**src/rtl/spi_slave_byte.sv**
```systemverilog
// SPI slave byte endpoint, fully oversampled in the i_Clk domain (no logic on SCK).
// Receives MSB-first bytes on MOSI and returns a single-entry-queued byte on MISO.
module spi_slave_byte #(
  parameter int         SPI_MODE    = 0,
  parameter int         SYNC_STAGES = 2,
  parameter logic [7:0] IDLE_FILL   = 8'hFF
) (
  input  logic       i_Clk,
  input  logic       i_Rst_L,
  input  logic       i_SPI_Clk,
  input  logic       i_SPI_CS_n,
  input  logic       i_SPI_MOSI,
  output logic       o_SPI_MISO,
  output logic       o_MISO_En,
  output logic       o_RX_DV,
  output logic [7:0] o_RX_Byte,
  input  logic       i_TX_DV,
  input  logic [7:0] i_TX_Byte,
  output logic       o_TX_Ready
);
  localparam logic CPOL = ((SPI_MODE >> 1) & 1) == 1;
  localparam logic CPHA = (SPI_MODE & 1) == 1;

  typedef enum logic {IDLE, ACTIVE} state_t;

  logic [SYNC_STAGES-1:0] sck_sync, cs_sync, mosi_sync;
  logic                   sck_d, cs_d;
  logic                   sck_s, cs_s, mosi_s;
  logic                   lead, trail, sample_edge, shift_edge, cs_fall;

  state_t     state, state_nxt;
  logic       live, samp, byte_start, drop;
  logic [7:0] tx_shift, holding, rx_shift, rx_byte;
  logic       full, skip, rx_dv;
  logic [2:0] cnt;

  // Synchronizers reset to idle bus levels so no phantom edge follows reset.
  always_ff @(posedge i_Clk or negedge i_Rst_L) begin
    if (!i_Rst_L) begin
      sck_sync  <= {SYNC_STAGES{CPOL}};
      cs_sync   <= '1;
      mosi_sync <= '0;
      sck_d     <= CPOL;
      cs_d      <= 1'b1;
    end else begin
      sck_sync  <= {sck_sync[SYNC_STAGES-2:0], i_SPI_Clk};
      cs_sync   <= {cs_sync[SYNC_STAGES-2:0], i_SPI_CS_n};
      mosi_sync <= {mosi_sync[SYNC_STAGES-2:0], i_SPI_MOSI};
      sck_d     <= sck_sync[SYNC_STAGES-1];
      cs_d      <= cs_sync[SYNC_STAGES-1];
    end
  end

  assign sck_s       = sck_sync[SYNC_STAGES-1];
  assign cs_s        = cs_sync[SYNC_STAGES-1];
  assign mosi_s      = mosi_sync[SYNC_STAGES-1];
  assign lead        = (sck_s != CPOL) && (sck_d == CPOL);
  assign trail       = (sck_s == CPOL) && (sck_d != CPOL);
  assign sample_edge = CPHA ? trail : lead;
  assign shift_edge  = CPHA ? lead : trail;
  assign cs_fall     = cs_d && !cs_s;

  always_ff @(posedge i_Clk or negedge i_Rst_L) begin
    if (!i_Rst_L) state <= IDLE;
    else          state <= state_nxt;
  end

  always_comb begin
    state_nxt  = state;
    live       = 1'b0;
    samp       = 1'b0;
    byte_start = 1'b0;
    drop       = 1'b0;
    case (state)
      IDLE: begin
        if (cs_fall) begin
          state_nxt  = ACTIVE;
          byte_start = 1'b1;
        end
      end
      ACTIVE: begin
        if (cs_s) begin
          state_nxt = IDLE;
          drop      = 1'b1;
        end else begin
          live       = 1'b1;
          samp       = sample_edge;
          byte_start = sample_edge && (cnt == 3'd7);
        end
      end
      default: state_nxt = IDLE;
    endcase
  end

  always_ff @(posedge i_Clk or negedge i_Rst_L) begin
    if (!i_Rst_L) begin
      tx_shift <= '0;
      holding  <= '0;
      full     <= 1'b0;
      skip     <= 1'b0;
      rx_shift <= '0;
      rx_byte  <= '0;
      rx_dv    <= 1'b0;
      cnt      <= '0;
    end else begin
      rx_dv <= 1'b0;

      // A load arriving with the byte start that empties nothing is kept for the next byte.
      if (byte_start && full)
        full <= 1'b0;
      else if (i_TX_DV && !full) begin
        holding <= i_TX_Byte;
        full    <= 1'b1;
      end

      // Mid-frame byte starts fall on a sample edge, so the next shift edge must be
      // skipped to keep the fresh MSB; with CPHA=1 the first leading edge is always skipped.
      if (drop) begin
        tx_shift <= '0;
        skip     <= 1'b0;
      end else if (byte_start) begin
        tx_shift <= full ? holding : IDLE_FILL;
        skip     <= CPHA || (state == ACTIVE);
      end else if (live && shift_edge) begin
        if (skip) skip     <= 1'b0;
        else      tx_shift <= {tx_shift[6:0], 1'b0};
      end

      if (!live) begin
        cnt      <= '0;
        rx_shift <= '0;
      end else if (samp) begin
        rx_shift <= {rx_shift[6:0], mosi_s};
        cnt      <= cnt + 3'd1;
        if (cnt == 3'd7) begin
          rx_byte <= {rx_shift[6:0], mosi_s};
          rx_dv   <= 1'b1;
        end
      end
    end
  end

  assign o_SPI_MISO = tx_shift[7];
  assign o_MISO_En  = (state == ACTIVE);
  assign o_RX_DV    = rx_dv;
  assign o_RX_Byte  = rx_byte;
  assign o_TX_Ready = !full;
endmodule

```
**config.mk**
```make
export PLATFORM = sky130hd
export DESIGN_NAME = spi_slave_byte
export DESIGN_NICKNAME = d
export VERILOG_FILES = /design/src/rtl/spi_slave_byte.sv
export SDC_FILE = /design/constraint.sdc
export NUM_CORES = 1
export LEC_CHECK = 0
export ABC_AREA = 1
export CORE_MARGIN = 4
export CORE_UTILIZATION = 45
export CTS_BUF_LIST = sky130_fd_sc_hd__clkbuf_4 sky130_fd_sc_hd__clkbuf_8
export DETAILED_ROUTE_END_ITERATION = 10
export GPL_TIMING_DRIVEN = 0
export PLACE_DENSITY = 0.7
export SLEW_MARGIN = 15
export SYNTH_ARGS = -nofsm -noshare
export SYNTH_HDL_FRONTEND = slang
export SYNTH_SLANG_ARGS = --single-unit
```
**constraint.sdc**
```tcl
create_clock -name i_Clk -period 1.4 [get_ports i_Clk]
set_input_delay 0.35 -clock i_Clk [delete_from_list [all_inputs] [get_ports i_Clk]]
set_output_delay 0.35 -clock i_Clk [all_outputs]
set_load 0.005 [all_outputs]
```
==> metrics.csv, run 1 <==
metric;value;unit
Hold Crit Class;in2async;
worst-skew pair later-pin latency;300;ps
overall fraction of global-route tracks in use;15.1;%
CTS HTree Levels;2;
Port Buffers;25;
initial core utilization;47.3;%
leakage power;1.30;nW
Max-slew headroom;62.1;%
crit path max fanout;8;
Post-CTS Hold Fix Bufs;0;
Antenna Cells;0;
DRT Pass-1 Iters;4;
hpwl dp;2390;microns
area delta synth->final;30.9;%
Synth area leaders;dfrtp_1 (56%), nand2_1 (14%), nand3_1 (4.7%);
area fraction of the dominant cell type after synthesis;56.0;%
root buf cell;clkbuf_8;
crit start category;register;
CTS tree;yes;
initial antenna violation count;0;
Ys Warns;0;
share of cells above drive strength 1;23.8;%
Fin Clk Skew;7.26;ps
crit path cell chain;ha_2 -> ha_4 -> nand3_4 -> nor2_4 -> nor2_8 -> a21oi_4 -> nand2_1 -> nand2_1;
crit path capture type;register;
Cell Count, Final, Fillers Out;294;
row count;23;
Cell variety after synth;21;
RR Startpoint;cnt[0]$_DFFE_PN0P_;
setup ws final;-59.4;ps
Area after DPL;0.00226;sq mm
setup TNS;-299;ps
worst slew pin tran;569;ps
drt drc;0;
maxcap violations;0;
placed cell count;270;
Gate Count Post-Synth;194;
slowest stage cell, crit path;dfrtp_1;
most frequent cell on the critical path;nand2_1;
Vias;1416;
largest net degree at the start of global routing;25;
Die W;73.3;microns
clock buffer depth;2;
Mean Syn Cell Area;9.90;sq um
WP data arrival;1700;ps
final setup fails;7;
Fmax achieved;685;MHz
combinational power share;22.5;%
Data required, critical path;1640;ps
kind of critical path;reg2reg;
Clock power frac;25.9;%
CTS Sinks;46;
period utilization;104;%
register share of total power;51.6;%
r2r setup slk;-60;ps
sequential element share of the synthesized area;60.1;%
net count after synthesis;210;
R2R depth;8;
Yosys top cell by area;dfrtp_1;
Clock transition at path regs;90;ps
Via density;4.82;
die area;0.00538;sq mm
Final Cell Area;0.00251;sq mm
Final ANT Viol Nets;0;
RSZ-0062 raised after global routing;true;
register bit total from synthesis;46;
reg-to-reg endpoint;tx_shift[4]$_DFFE_PN0P_;
Tmin final;1460;ps
worst stage delay on the critical path;370;ps
switching share of power;28.4;%
vias in the first global route;1346;
IR drop worst, VDD;842;uV
initial drt markers;81;
Buf/Inv on CP;0;
mean routed wirelength per cell;12.3;microns
synthesized area;0.00192;sq mm
nets;259;
status;finished with violations;
fillers;335;
gpl congestion;0.773;
global-route wire length before repair;6140;microns
Net Sw Power;0.000897;W
GR Overflow Total;0;
final-report max-slew violation count;0;
chip height;73.3;microns
WL final;3620;microns
Power Dens Cells;1260;mW/mm^2
DP Worst Slack;-183;ps
failing checks;negative setup slack;
total core area;0.00406;sq mm
Internal;0.00227;W
Num CTS Buffers;5;
Largest delay share family, worst path;simple AND/OR/NAND/NOR gates;
endpoints failing hold;0;
io pins;26;
-- what timing repair did --
action,CTS,global route
resized for setup,20,8
cloned,0,1
endpoints found under the setup margin,27,18
pin swaps,8,12
buffers inserted,11,4
-- routing by layer --
layer	GRT usage (%)	routed length, microns	share of wire (%)	vias to the layer above
met1	20.8	1700	47	646
met3	4.10	215	5.9	8
met2	22.3	1630	45	47
met5	0	0	0	-
li1	-	-	-	715
met4	6.84	77	2.1	0
-- power by group through the flow --
stage	registers (W)	logic [W]	clock network, W
2_1_floorplan	0.00164	0.000408	0
3_3_place_gp	0.00166	0.000571	0
3_5_place_dp	0.00167	0.000596	0
4_1_cts	0.00163	0.000674	0.000842
5_1_grt	0.00166	0.000809	0.000885
6_report	0.00163	0.000710	0.000819
-- final cells by class --
cell class | count | area, sq um | share of cell area, %
flip-flops and latches | 46 | 1150 | 45.9
multi-input cells | 131 | 749 | 29.8
repair buffers | 41 | 374 | 14.9
clock buffers | 6 | 76.3 | 3.04
well taps | 50 | 62.6 | 2.49
inverters | 15 | 56.3 | 2.24
plain buffers | 3 | 26.3 | 1.05
clock inverters | 2 | 13.8 | 0.548
-- worst register-to-register path, cell delays in order, from the launching register on --
cell and delay [ps]:
dfrtp_1 370, ha_2 200, ha_4 160, nand3_4 80, nor2_4 150, nor2_8 70
a21oi_4 200, nand2_1 80, nand2_1 80
-- cell usage in the layout, fill, tap and decap left out, drive strengths merged --
cell type      instances
nor2                  11
or2                    3
clkdlybuf4s50         12
nand2                 73
dfrtp                 43
buf                   20
dfstp                  3
clkinv                 2
nand3                 19
clkbuf                 6
o21ai                 12
dlygate4sd2           12
mux2                   4
a21oi                  6
ha                     2
nand4                  1
inv                   15
-- sequential cells by signal, summed over array words and instances, names as in the netlist, 2 cells and up --
signal	cells
holding	8
mosi_sync	2
rx_shift	7
o_RX_Byte	8
cs_sync	2
cnt	3
tx_shift	8
sck_sync	2
-- per-stage QoR --
stage	hold WS, ps	power (W)	utilization, %
finish	34.4	0.00316	61.9
global route	77.8	0.00335	61.9
CTS	51.0	0.00315	60.3
detailed placement	336	0.00227	55.6
global placement	332	0.00223	55.0
floorplan	54.4	0.00205	-
-- synth_stat cells --
cell / instances
a21oi_1: 5
a21oi_4: 1
buf_2: 3
dfrtp_1: 43
dfstp_2: 3
ha_1: 2
inv_1: 12
inv_2: 3
mux2_2: 4
nand2_1: 70
nand2_2: 2
nand2_4: 1
nand3_1: 18
nand3_2: 1
nand4_4: 1
nor2_1: 5
nor2_2: 1
nor2_4: 1
nor2_8: 3
o21ai_0: 12
or2_2: 3
-- cells by family after synthesis --
group | after synthesis | synth area share, %
and+or+nand+nor | 106 | 27.2
DFF | 46 | 60.1
AOI/OAI and AO/OA | 18 | 5.28
buffers and inverters | 18 | 3.71
muxes | 4 | 2.35
adders and majority gates | 2 | 1.30
-- worst max-delay path by stage --
stage                     cells after the start  slack, ps          startpoint                 endpoint
after floorplan                               8         20  cnt[0]$_DFFE_PN0P_  tx_shift[1]$_DFFE_PN0P_
after global placement                        1      -1270             i_Rst_L  tx_shift[2]$_DFFE_PN0P_
after detailed placement                      4       -180             i_TX_DV   holding[0]$_DFFE_PN0P_
after CTS                                     8       -100  cnt[0]$_DFFE_PN0P_  tx_shift[7]$_DFFE_PN0P_
after global routing                          8       -150  cnt[0]$_DFFE_PN0P_  tx_shift[4]$_DFFE_PN0P_
final                                         8        -60  cnt[0]$_DFFE_PN0P_  tx_shift[4]$_DFFE_PN0P_
No activity file was read; power rests on OpenSTA's default activity.
==> run 2, diff against run 1 <==
--- a/config.mk
+++ b/config.mk
@@ -6,7 +6,7 @@
 export NUM_CORES = 1
 export LEC_CHECK = 0
 export ABC_AREA = 1
-export CORE_MARGIN = 4
+export CORE_MARGIN = 3
 export CORE_UTILIZATION = 45
 export CTS_BUF_LIST = sky130_fd_sc_hd__clkbuf_4 sky130_fd_sc_hd__clkbuf_8
 export DETAILED_ROUTE_END_ITERATION = 10
==> run 2 against run 1 <==
Net effect: the flow still finishes with violations (negative setup slack); sequential power barely moved; via count up 1.9%; first-iteration DRC count rose by 31%; non-clock buffer count rose by 5; clock skew decreased by 1.9 ps; clock power rose by 2.9%; highest routed layer unchanged; largest power group unchanged; setup slack worse by 5.5 ps; maximum frequency fell by 0.38%.
==> metrics.csv, run 2 (same netlist as run 1, synthesis figures left out) <==
metric;value;unit
status;finished with violations;
failing checks;negative setup slack;
chip height;71.3;microns
Tmin final;1460;ps
GR Overflow Total;0;
Post-CTS Hold Fix Bufs;0;
initial core utilization;47.3;%
largest net degree at the start of global routing;25;
root buf cell;clkbuf_8;
vias in the first global route;1344;
final design utilization;64.4;%
gpl congestion;0.766;
worst slew pin tran;564;ps
Vias;1443;
final-report max-slew violation count;0;
Max-slew headroom;62.4;%
Die W;71.3;microns
Final ANT Viol Nets;0;
DP Worst Slack;-178;ps
area delta synth->final;36.0;%
Hold Crit Class;in2async;
IR drop worst, VDD;877;uV
switching share of power;29.5;%
setup ws final;-64.9;ps
period utilization;105;%
Net Sw Power;0.000952;W
share of cells above drive strength 1;27.2;%
CTS Sinks;46;
Internal;0.00227;W
crit path capture type;register;
Antenna Cells;0;
die area;0.00509;sq mm
hpwl dp;2310;microns
initial antenna violation count;0;
worst-skew pair later-pin latency;310;ps
combinational power share;23.2;%
crit start category;register;
clock buffer depth;2;
mean routed wirelength per cell;12.6;microns
endpoints failing hold;0;
leakage power;1.34;nW
WHS;26.9;ps
WL final;3780;microns
kind of critical path;reg2reg;
overall fraction of global-route tracks in use;15.8;%
Data required, critical path;1650;ps
row count;23;
Power Dens Cells;1240;mW/mm^2
DRT Pass-1 Iters;4;
Clock power frac;26.1;%
io pins;26;
register share of total power;50.7;%
CTS HTree Levels;2;
CTS tree;yes;
RSZ-0062 raised after global routing;true;
WP data arrival;1720;ps
crit path max fanout;6;
final setup fails;12;
R2R depth;8;
Clock transition at path regs;90;ps
drt drc;0;
Fin Clk Skew;5.37;ps
initial drt markers;106;
maxcap violations;0;
Port Buffers;25;
most frequent cells in the layout;nand2_1 (68), dfrtp_1 (43), buf_4 (21), nand3_1 (15), clkdlybuf4s50_1 (12);
Fmax achieved;683;MHz
global-route wire length before repair;6150;microns
Via density;4.81;
nets;265;
Num CTS Buffers;5;
total core area;0.00406;sq mm
most common cell after layout, fill and taps aside;nand2_1;
## run 2: changes by cell type in the layout (fill, tap and decap cells not counted), sizes merged
cell	previous run	this run
clkdlybuf4s15	0	1
nand2	73	74
clkinvlp	0	1
clkbuf	6	5
inv	15	16
dlygate4sd2	12	11
clkinv	2	1
buf	20	25
## run 2: path summary, 6_finish.rpt
path,from,slack (ps),end
max in group asynchronous,i_Rst_L,870,tx_shift[5]$_DFFE_PN0P_
min,i_Rst_L,30,cnt[1]$_DFFE_PN0P_
min in group i_Clk,mosi_sync[0]$_DFF_PN0_,350,mosi_sync[1]$_DFF_PN0_
min reg2reg,mosi_sync[0]$_DFF_PN0_,350,mosi_sync[1]$_DFF_PN0_
max,cnt[0]$_DFFE_PN0P_,-60,tx_shift[7]$_DFFE_PN0P_
max reg2reg,cnt[0]$_DFFE_PN0P_,-60,tx_shift[7]$_DFFE_PN0P_
## run 2: per-stage QoR
step | std cells | total power, W | instance area, sq um | setup TNS (ps)
floorplan | 194 | 0.00205 | 1920 | 0
global placement | 269 | 0.00223 | 2230 | -58500
detailed placement | 270 | 0.00226 | 2260 | -872
CTS | 287 | 0.00317 | 2450 | -895
global route | 300 | 0.00344 | 2610 | -1700
finish | 300 | 0.00323 | 2610 | -474
## run 2: critical path, cell delays in order (launching register included)
cell     delay (ps)
dfrtp_1         400
ha_2            200
ha_4            170
buf_4           150
nand2_8         100
nand2_8          90
nor2_4          140
nand3_1          80
nand2_1          70
## run 2: what timing repair did
item                                   CTS  global route
buffers inserted                         8            12
gates resized for setup                 22            16
pin swaps                               12            14
setup endpoints to repair               26            23
endpoints found under the hold margin    0             0
gates cloned                             1             1
## run 2: area by class of cell
type	count	area (sq um)
buffer	3	30.0
sequential	46	1150
clock inverter	3	25.0
multi-input combinational	132	803
tap	50	62.6
timing repair buffer	46	409
inverter	15	58.8
clock buffer	5	68.8
fill	340	1450
## run 2: power groups by stage
stage / combinational, W / sequential, W / clock (W)
floorplan: 0.000408 / 0.00164 / 0
global placement: 0.000571 / 0.00166 / 0
global route: 0.000844 / 0.00166 / 0.000936
CTS: 0.000653 / 0.00164 / 0.000874
detailed placement: 0.000593 / 0.00167 / 0
finish: 0.000749 / 0.00164 / 0.000843
## run 2: layer usage
layer / track usage, % / wire, microns / vias to the layer above
met5: 0 / 0 / -
met4: 8.77 / 88 / 0
met3: 4.21 / 146 / 7
met2: 23.7 / 1720 / 31
met1: 20.8 / 1830 / 673
li1: - / - / 732
